--- src/rtl/id_operand_stage.sv ---
// ID-stage operand resolution with GPR read, forwarding, load scoreboard and ID/EX register.
// Optional build macro ID_REG0_ZERO_EN makes register 0 a hard-wired zero.
module id_operand_stage #(
  parameter int DATA_W     = 32,
  parameter int REG_ADDR_W = 5,
  parameter int FWD_N      = 2,
  parameter int LD_LAT     = 2
) (
  input  logic                          clk,
  input  logic                          reset,
  input  logic                          in_valid,
  input  logic [REG_ADDR_W-1:0]         in_ra_addr,
  input  logic [REG_ADDR_W-1:0]         in_rb_addr,
  input  logic [REG_ADDR_W-1:0]         in_dst_addr,
  input  logic                          in_gpr_we_,
  input  logic                          in_is_load,
  output logic                          in_ready,
  output logic [REG_ADDR_W-1:0]         gpr_rd_addr_0,
  output logic [REG_ADDR_W-1:0]         gpr_rd_addr_1,
  input  logic [DATA_W-1:0]             gpr_rd_data_0,
  input  logic [DATA_W-1:0]             gpr_rd_data_1,
  input  logic [FWD_N-1:0]              fwd_we_,
  input  logic [FWD_N*REG_ADDR_W-1:0]   fwd_addr,
  input  logic [FWD_N*DATA_W-1:0]       fwd_data,
  input  logic                          stall,
  input  logic                          flush,
  output logic                          ld_hazard,
  output logic                          id_en,
  output logic [DATA_W-1:0]             id_ra_data,
  output logic [DATA_W-1:0]             id_rb_data,
  output logic [REG_ADDR_W-1:0]         id_dst_addr,
  output logic                          id_gpr_we_,
  output logic                          id_is_load
);

  localparam int                    REG_N    = 1 << REG_ADDR_W;
  localparam logic [2:0]            LD_LAT_C = 3'(LD_LAT);
  localparam logic [REG_ADDR_W-1:0] REG_ZERO = {REG_ADDR_W{1'b0}};
`ifdef ID_REG0_ZERO_EN
  localparam logic                  REG0_ZERO = 1'b1;
`else
  localparam logic                  REG0_ZERO = 1'b0;
`endif

  logic [2:0]            cnt_r [REG_N];
  logic                  id_en_r;
  logic [DATA_W-1:0]     id_ra_data_r;
  logic [DATA_W-1:0]     id_rb_data_r;
  logic [REG_ADDR_W-1:0] id_dst_addr_r;
  logic                  id_gpr_we_r;
  logic                  id_is_load_r;

  logic                  ra_pend_s;
  logic                  rb_pend_s;
  logic                  ld_hazard_s;
  logic                  capture_s;
  logic                  sb_set_s;
  logic                  dst_we_n_s;
  logic [DATA_W-1:0]     ra_data_s;
  logic [DATA_W-1:0]     rb_data_s;

  // Lowest-index valid forwarding match wins, so scan from the highest index down.
  function automatic logic [DATA_W-1:0] resolve(
    input logic [REG_ADDR_W-1:0]       addr,
    input logic [DATA_W-1:0]           gpr_data,
    input logic [FWD_N-1:0]            we_n,
    input logic [FWD_N*REG_ADDR_W-1:0] f_addr,
    input logic [FWD_N*DATA_W-1:0]     f_data
  );
    logic [DATA_W-1:0] res;
    res = gpr_data;
    for (int i = FWD_N - 1; i >= 0; i--) begin
      if (!we_n[i] && (f_addr[i*REG_ADDR_W +: REG_ADDR_W] == addr)) begin
        res = f_data[i*DATA_W +: DATA_W];
      end
    end
    if (REG0_ZERO && (addr == REG_ZERO)) begin
      res = {DATA_W{1'b0}};
    end
    return res;
  endfunction

  assign gpr_rd_addr_0 = in_ra_addr;
  assign gpr_rd_addr_1 = in_rb_addr;
  assign ld_hazard     = ld_hazard_s;
  assign in_ready      = ~stall & ~ld_hazard_s & ~flush;
  assign id_en         = id_en_r;
  assign id_ra_data    = id_ra_data_r;
  assign id_rb_data    = id_rb_data_r;
  assign id_dst_addr   = id_dst_addr_r;
  assign id_gpr_we_    = id_gpr_we_r;
  assign id_is_load    = id_is_load_r;

  // Hazard detection, operand selection and capture/scoreboard-set qualifiers.
  always_comb begin
    ra_pend_s   = (cnt_r[in_ra_addr] != 3'd0) & ~(REG0_ZERO & (in_ra_addr == REG_ZERO));
    rb_pend_s   = (cnt_r[in_rb_addr] != 3'd0) & ~(REG0_ZERO & (in_rb_addr == REG_ZERO));
    ld_hazard_s = in_valid & (ra_pend_s | rb_pend_s);
    capture_s   = in_valid & ~ld_hazard_s & ~stall & ~flush;
    dst_we_n_s  = in_gpr_we_ | (REG0_ZERO & (in_dst_addr == REG_ZERO));
    sb_set_s    = capture_s & in_is_load & ~dst_we_n_s;
    ra_data_s   = resolve(in_ra_addr, gpr_rd_data_0, fwd_we_, fwd_addr, fwd_data);
    rb_data_s   = resolve(in_rb_addr, gpr_rd_data_1, fwd_we_, fwd_addr, fwd_data);
  end

  // ID/EX pipeline register: flush beats stall, stall beats hazard bubble.
  always_ff @(posedge clk or posedge reset) begin
    if (reset) begin
      id_en_r       <= 1'b0;
      id_ra_data_r  <= {DATA_W{1'b0}};
      id_rb_data_r  <= {DATA_W{1'b0}};
      id_dst_addr_r <= REG_ZERO;
      id_gpr_we_r   <= 1'b1;
      id_is_load_r  <= 1'b0;
    end else if (flush) begin
      id_en_r       <= 1'b0;
      id_gpr_we_r   <= 1'b1;
      id_is_load_r  <= 1'b0;
    end else if (stall) begin
      id_en_r       <= id_en_r;
      id_gpr_we_r   <= id_gpr_we_r;
      id_is_load_r  <= id_is_load_r;
    end else if (capture_s) begin
      id_en_r       <= 1'b1;
      id_ra_data_r  <= ra_data_s;
      id_rb_data_r  <= rb_data_s;
      id_dst_addr_r <= in_dst_addr;
      id_gpr_we_r   <= dst_we_n_s;
      id_is_load_r  <= in_is_load;
    end else begin
      id_en_r       <= 1'b0;
      id_gpr_we_r   <= 1'b1;
      id_is_load_r  <= 1'b0;
    end
  end

  // Load scoreboard: the register being loaded takes LD_LAT; others count down to zero.
  always_ff @(posedge clk or posedge reset) begin
    if (reset) begin
      for (int i = 0; i < REG_N; i++) begin
        cnt_r[i] <= 3'd0;
      end
    end else if (flush) begin
      for (int i = 0; i < REG_N; i++) begin
        cnt_r[i] <= 3'd0;
      end
    end else if (!stall) begin
      for (int i = 0; i < REG_N; i++) begin
        if (sb_set_s && (in_dst_addr == REG_ADDR_W'(i))) begin
          cnt_r[i] <= LD_LAT_C;
        end else if (cnt_r[i] != 3'd0) begin
          cnt_r[i] <= cnt_r[i] - 3'd1;
        end else begin
          cnt_r[i] <= 3'd0;
        end
      end
    end else begin
      for (int i = 0; i < REG_N; i++) begin
        cnt_r[i] <= cnt_r[i];
      end
    end
  end

endmodule
--- config.mk ---
export PLATFORM = sky130hd
export DESIGN_NAME = id_operand_stage
export DESIGN_NICKNAME = d
export VERILOG_FILES = /design/src/rtl/id_operand_stage.sv
export SDC_FILE = /design/constraint.sdc
export NUM_CORES = 1
export LEC_CHECK = 0
export CAP_MARGIN = 10
export CORE_MARGIN = 2
export CORE_UTILIZATION = 28
export CTS_CLUSTER_SIZE = 30
export DETAILED_ROUTE_END_ITERATION = 7
export HOLD_SLACK_MARGIN = 0.03
export RECOVER_POWER = 50
export REMOVE_ABC_BUFFERS = 1
export SYNTH_ARGS = -nofsm -noshare
export SYNTH_HDL_FRONTEND = slang
export SYNTH_SLANG_ARGS = --single-unit
--- constraint.sdc ---
create_clock -name clk -period 5.4 [get_ports clk]
set_input_delay 1.08 -clock clk [delete_from_list [all_inputs] [get_ports clk]]
set_output_delay 1.08 -clock clk [all_outputs]
set_load 0.1 [all_outputs]
After elaboration in Yosys (flattened, before gate mapping)
Cells that the tools add are included.
{ "word_totals": {"ff_bits": 168, "input_bits": 162, "out_inout_bits": 84} }
{ "op_classes": {"addsub": 32, "magnitude_cmp": 2, "eq_ne": 36, "mux": 85, "bitwise": 15, "reduce_logical": 74} }
{ "op_table": {"columns": ["op", "count"], "rows": [
  ["3-bit 2-to-1 mux", 68],
  ["96-bit 2-to-1 mux", 2],
  ["32-bit 2-to-1 mux", 4],
  ["3-bit nonzero test", 34],
  ["3-bit by 1-bit subtractor with 3-bit output (second input constant)", 32],
  ["5-bit == test (second input constant)", 16],
  ["5-bit by 4-bit == test with 1-bit output (second input constant)", 8],
  ["1-bit logical AND", 36],
  ["3-bit binary-select mux with 5-bit select", 2],
  ["5-bit by 3-bit == test with 1-bit output (second input constant)", 4],
  ["5-bit == test", 4],
  ["6-bit greater-or-equal comparator (second input constant)", 2],
  ["5-bit NOT with 6-bit output", 2],
  ["5-bit by 2-bit == test with 1-bit output (second input constant)", 2],
  ["1-bit 2-to-1 mux", 9],
  ["1-bit AND", 8],
  ["5-bit by 1-bit == test with 1-bit output (second input constant)", 1],
  ["5-bit logical NOT", 1],
  ["1-bit NOT", 4],
  ["3-bit AND reduction", 1],
  ["1-bit logical NOT", 2],
  ["2-bit by 1-bit != test with 1-bit output (second input constant)", 1],
  ["1-bit OR", 1]
]} }

Logic depth before layout (Yosys ltp)
Gate-level depths: netlist (run 1).
{ "depth": {"word_depth": 17, "depth_mapped": 11} }

Worst setup path after synthesis (run 1)
No wires, ideal clock.
{ "synth_timing": {"path_kind": "input port to output port", "start": "in in_ra_addr[0]", "end": "out in_ready", "arrival_time_ps": 3558, "t_required_ps": 4320, "path_slack_ps": 762, "cell_stages": 10, "n_path_buf": 4, "path_cell_list": "buf_6 buf_6 nor3b_1 nor4_1 a2111oi_0 a221oi_2 buf_2 buf_4 o21ai_0 and2_1"} }
{ "synth_via": {"elab_chain_len": 10} }
{ "synth_rtl": {"columns": ["element", "line_no", "rtl"], "rows": [
  ["start: declaration", "12", "input logic [REG_ADDR_W-1:0] in_ra_addr,"],
  ["5-bit NOT with 6-bit output (implied by the code)", "96", "ra_pend_s = (cnt_r[in_ra_addr] != 3'd0) & ~(REG0_ZERO & (in_ra_addr == REG_ZERO));"],
  ["3-bit binary-select mux with 5-bit select", "96", null],
  ["3-bit 2-to-1 mux (implied by the code) (2 in series)", "96", null],
  ["3-bit nonzero test", "96", null],
  ["1-bit OR", "98", "ld_hazard_s = in_valid & (ra_pend_s | rb_pend_s);"],
  ["1-bit AND", "98", null],
  ["1-bit NOT", "86", "assign in_ready = ~stall & ~ld_hazard_s & ~flush;"],
  ["1-bit AND (2 in series)", "86", null],
  ["end: declaration", "17", "output logic in_ready,"]
]} }
Every way passes these cells. The select of a mux whose other input is x is not followed.

Worst setup path after layout (run 1)
{ "layout_timing": {"start": "in in_rb_addr[1]", "end": "out in_ready"} }
{ "layout_via": {"elab_chain_len": 10} }
{ "layout_rtl": {"columns": ["element", "line_no", "rtl"], "rows": [
  ["start: declaration", "13", "input logic [REG_ADDR_W-1:0] in_rb_addr,"],
  ["5-bit NOT with 6-bit output (implied by the code)", "97", "rb_pend_s = (cnt_r[in_rb_addr] != 3'd0) & ~(REG0_ZERO & (in_rb_addr == REG_ZERO));"],
  ["3-bit binary-select mux with 5-bit select", "97", null],
  ["3-bit 2-to-1 mux (implied by the code) (2 in series)", "97", null],
  ["3-bit nonzero test", "97", null],
  ["1-bit OR", "98", null],
  ["1-bit AND", "98", null],
  ["1-bit NOT", "86", null],
  ["1-bit AND (2 in series)", "86", null]
]} }
Every way passes these cells. The select of a mux whose other input is x is not followed.

==> results_dict.tcl, run 1 <==
set metrics [dict create \
    yosys-top-cells-count "dfrtp_1, nor2_1, a21oi_1" \
    cts_sinks 168 \
    worst_path_largest_cell_delay_ns 0.62 \
    initial_utilization 0.285 \
    h-tree-depth 4 \
    cts_root_buf "clkbuf_16" \
    synth_top_area_frac 0.377 \
    place.gp.congestion 0.933 \
    design_area_mm2 0.0146 \
    cp.arrival_ns 4.00 \
    clk_pin_slew_worst_paths_ns 0.06 \
    hold_path.class "reg2reg" \
    cp.required_ns 4.32 \
    yosysMostFrequentCell "dfrtp_1" \
    cts_tree "done" \
    viasPerCell 5.17 \
    cts_buffers 17 \
    drt_iter0_markers 789 \
    slew_viol_final 68 \
    grt_usage 0.182 \
    final_util 0.375 \
    end_kind "output port" \
    synth_warnings 0 \
    finalHoldViolations 0 \
    io_buffer_count 245 \
    grt_pass1_vias 9742 \
    powerDensity_mw_per_mm2 354 \
    finalCritPeriodShare 0.940 \
    wire_per_inst_um 19.5 \
    synth_edf_count 0 \
    violations "capacitance limit, slew limit" \
    drc 0 \
    dieArea_mm2 0.0412 \
    worstPathBufferInverterCount 4 \
    rrSetupSlack_ns 2.02 \
    skew_ns 0.0174 \
    core_area_mm2 0.0389 \
    critPathLaunchType "input pin" \
    clkLatencyLatePin_ns 0.45 \
    async_flop_share 1.00 \
    holdBufCountCts 0 \
    ant_nets 0 \
    crit_family "buffers and inverters" \
    cts_setup_buffers 0 \
    area_delta_synth_final_pct 31.5 \
    syn_area_mm2 0.0111 \
    status "complete, but fails checks" \
    vdd_drop_max_uv 225 \
    synthCells 1191 \
    grt_overflow_total 0 \
    postPlaceCellArea_mm2 0.0140 \
    vias 9941 \
    grt_pass1_wl_um 57800 \
    yosys.area.top_type "dfrtp_1" \
    fmaxAchievable_mhz 197 \
    ctsResizeCount 0 \
    crit_path_cell_trace "clkdlybuf4s50_1 > buf_4 > nor4b_1 > or4_1 > o41ai_1 > o41ai_1 > o211ai_4 > o21ai_0 > buf_4 > and2_1 > buf_12" \
    grt_max_degree 102 \
    critPathKind "in2out" \
    cp-endpoint "in_ready" \
    antenna_found_initial 2 \
    antenna_cells 0 \
    fin_nets 1596 \
    dr.pass1.iters 5 \
    path_max_fanout 14 \
    r2r-end "cnt_r[74]" \
    min_period_ns 5.08 \
    slew_headroom -1.15 \
    clockBufferDepth 2 \
    synth_area_leaders "dfrtp_1, mux2_1, mux2i_1" \
    min_path_cells 1 \
    power_mw 5.17 \
    dp.cells 1889 \
    cp.depth 11 \
    crit_slowest_cell "o41ai_1" \
    ys_seq_area_frac 0.379 \
    stdcell_count 1921 \
    drt-total-wl_um 37500 \
    place_hpwl_um 27500 \
    avgSynthCellArea_um2 9.31 \
    grt_setup_unrepaired "false" \
    fillCellCount 3924 \
    multi_input_area_mm2 0.00618 \
    rows 72 \
    max_cap_violations 1 \
    die_x_um 203 \
    ys_seq_elements 168 \
    leakagePower_nw 6.48 \
    fp.dieH_um 203 \
    synth.distinct_cells 64 \
    seq_area_mm2 0.00421 \
    tightest_slew_ns 3.20 \
    setup_viol 0 \
    ioPinCount 246 \
    crit_start "in_rb_addr[1]" \
    ys.flop_type "dfrtp_1" \
    drive_gt1_frac 0.0848 \
    rr_startpoint "cnt_r[77]" \
    worstRegToRegCells 8 \
]
per-layer routing:
layer	global-route usage	vias up	wire, um
li1	-	4726	-
met3	0.0499	38	3420
met2	0.299	441	17400
met4	0.0529	4	693
met1	0.232	4732	15900
met5	0	-	27
area by class of cell:
type | count | area share
clock buffers | 17 | 0.0292
clock inverters | 15 | 0.0138
inverters | 59 | 0.0153
multi-input cells | 870 | 0.424
flip-flops and latches | 168 | 0.288
well taps | 518 | 0.0444
repair buffers | 274 | 0.185
flip-flops by register name, indices dropped and copies added, names as in the netlist:
register / cells
id_rb_data: 32
cnt_r: 96
id_gpr_we_: 1
id_en: 1
id_is_load: 1
id_ra_data: 32
id_dst_addr: 5
metrics by stage:
step | hold slack, ns | setup slack [ns] | TNS [ns]
after detailed placement | 0.470 | 0.344 | 0
after floorplan | 0.524 | -0.225 | -37.59
after CTS | 0.486 | 0.343 | 0
final | 0.478 | 0.323 | 0
after global placement | 0.464 | 0.356 | 0
after global routing | 0.502 | 0.0930 | 0
logic make-up after synthesis:
family,synth area share
compound gates,0.155
mux,0.163
simple gates,0.174
xor+xnor,0.0158
fa+ha+maj,0.0496
flops,0.379
buf+inv,0.0640
report_power, final:
group          internal [mW]  switching, mW  leakage [nW]
Clock                  0.776          0.560         0.299
Sequential              1.44         0.0784          2.21
Combinational          0.539           1.78          3.97
layout by cell type, fill, tap and decap left out, types with 7 or more instances in the layout:
cell type	count
nand3b_1	13
o22ai_1	36
xnor2_1	16
dlygate4sd3_1	43
nand3_1	14
o221ai_1	7
nor2_1	112
ha_1	44
o21a_1	8
nor3_1	30
o21ai_0	40
a2111oi_0	9
or3_1	13
a21oi_1	102
nor4_1	30
mux4_2	14
clkdlybuf4s50_1	191
clkbuf_16	17
or2_2	17
mux2_1	67
inv_1	57
dfrtp_1	167
nor2b_1	7
mux2i_1	71
nand2_1	83
buf_4	34
or4_1	29
a21o_1	8
worst register-to-register path, delay by kind of cell, from the launching register on:
family          cells  cell delay (ns)
simple gates        3             1.49
buf+inv             1             0.26
compound gates      4             1.01
flops               1             0.46
worst min-delay path by stage:
stage	from	endpoint	slack, ns
floorplan	cnt_r[20]	cnt_r[20]	0.52
global placement	id_en	id_en	0.46
detailed placement	id_en	id_en	0.47
CTS	id_en	id_en	0.49
global route	id_gpr_we_	id_gpr_we_	0.50
finish	id_ra_data[26]	id_ra_data[26]	0.48
Power figures use the tool's default switching activity.
==> inputs of run 2 (changes only) <==
Settings changed: GPL_ROUTABILITY_DRIVEN set to 1.
==> results of run 2 <==
The final DEF is identical to that of run 1; final timing and power are the same.
==> inputs of run 3 (changes only) <==
Settings changed: PLACE_DENSITY set to 0.56.
==> run 3 against run 2 <==
  * The flow still finishes with violations (capacitance limit, slew limit)
  * Via count is 0.82% higher
  * Critical endpoint unchanged
  * Register-to-register slack lost 0.06 ns
  * Sequential share of layout area is 0.054 points higher
  * Maximum frequency increased by 0.59%
  * Hold slack better by 0.0026 ns
  * Global-route usage is essentially flat
  * Die area stayed put
  * Power is 2.2% lower
==> results_dict.tcl, run 3 (synthesized netlist as in run 1, its figures left out) <==
set metrics [dict create \
    powerDensity_mw_per_mm2 347 \
    dr.pass1.iters 6 \
    initial_utilization 0.285 \
    hold_path.class "reg2reg" \
    viasPerCell 5.21 \
    antenna_cells 0 \
    critPathLaunchType "input pin" \
    die_x_um 203 \
    dieArea_mm2 0.0412 \
    grt_setup_unrepaired "false" \
    h-tree-depth 4 \
    worstRegToRegCells 9 \
    critPathKind "in2out" \
    clockBufferDepth 2 \
    leakagePower_nw 6.47 \
    path_max_fanout 8 \
    holdBufCountCts 0 \
    cp.required_ns 4.32 \
    hold_ws_ns 0.481 \
    grt_pass1_wl_um 58000 \
    clkLatencyLatePin_ns 0.45 \
    io_buffer_count 245 \
    clk_pin_slew_worst_paths_ns 0.06 \
    fin_nets 1600 \
    rows 72 \
    final_util 0.374 \
    vias 10000 \
    min_period_ns 5.05 \
    pre_cts_ws_ns 0.384 \
    antenna_found_initial 2 \
    ioPinCount 246 \
    cts_root_buf "clkbuf_16" \
    r2r-end "id_ra_data[30]" \
    end_kind "output port" \
    final_common_cell "clkdlybuf4s50_1" \
    ant_nets 0 \
    min_path_cells 1 \
    slew_headroom -0.864 \
    area_delta_synth_final_pct 31.3 \
    cts_sinks 168 \
    grt_max_degree 73 \
    cp.arrival_ns 3.97 \
    ctsResizeCount 0 \
    fmaxAchievable_mhz 198 \
    cts_setup_buffers 0 \
    status "complete, but fails checks" \
    fin_ws_ns 0.352 \
    rr_startpoint "cnt_r[0]" \
    grt_overflow_total 0 \
    drive_gt1_frac 0.0853 \
    finalCritPeriodShare 0.935 \
    vdd_drop_max_uv 239 \
    rrSetupSlack_ns 1.96 \
    power_mw 5.05 \
    violations "capacitance limit, slew limit" \
    hold_end "id_ra_data[5]" \
    crit_start "in_rb_addr[1]" \
    largest_reg_flops 96 \
    cts_buffers 17 \
    place.gp.congestion 0.883 \
    finalHoldViolations 0 \
    core_area_mm2 0.0389 \
    drc 0 \
    wire_per_inst_um 19.5 \
    hold_start "id_ra_data[5]" \
    skew_ns 0.0144 \
    grt_usage 0.181 \
    tightest_slew_ns 2.78 \
    drt-total-wl_um 37500 \
    tns_ns 0 \
    fp.dieH_um 203 \
    max_cap_violations 1 \
    largest-register "cnt_r" \
    drt_iter0_markers 675 \
    slew_viol_final 57 \
    setup_viol 0 \
    place_hpwl_um 27800 \
    grt_pass1_vias 9859 \
    final_cell_mix "clkdlybuf4s50_1, dfrtp_1, nor2_1" \
    cts_tree "done" \
]
run 3: metal layers:
layer | track usage | up-vias | share of wire
li1 | - | 4746 | -
met1 | 0.238 | 4872 | 0.44
met2 | 0.298 | 350 | 0.46
met3 | 0.0430 | 51 | 0.072
met4 | 0.0487 | 4 | 0.019
met5 | 0 | - | 0.00072
run 3: worst max path at each step:
stage	slack, ns	endpoint	depth (start not counted)
6_report	0.35	in_ready	10
5_1_grt	0.25	in_ready	10
4_1_cts	0.38	in_ready	10
2_1_floorplan	-0.23	cnt_r[0]	1
3_3_place_gp	0.49	in_ready	10
3_5_place_dp	0.38	in_ready	10
run 3: layout make-up:
type / count / area (um^2)
Tap cell: 518 / 648
Inverter: 59 / 223
Fill cell: 3946 / 24400
Timing Repair Buffer: 278 / 2740
Multi-Input combinational cell: 870 / 6180
Sequential cell: 168 / 4210
Clock inverter: 10 / 96.3
Clock buffer: 22 / 464
run 3: through the flow:
step	cell area, um^2	instances
after floorplan	10600	1097
after global placement	14000	1893
after detailed placement	14000	1893
after CTS	14600	1925
after global routing	14600	1925
final	14600	1925
run 3: worst max-delay path, cell delays in order:
cell and delay (ns):
clkdlybuf4s50_1 0.63, inv_1 0.36, mux4_2 0.54, a221oi_1 0.38, o41ai_1 0.21, o211ai_4 0.12
o21ai_0 0.10, buf_4 0.19, and2_1 0.18, buf_12 0.17
run 3: report_power, final:
group / internal, mW / switching [mW]
clock: 0.661 / 0.553
combinational: 0.541 / 1.78
sequential: 1.44 / 0.0823
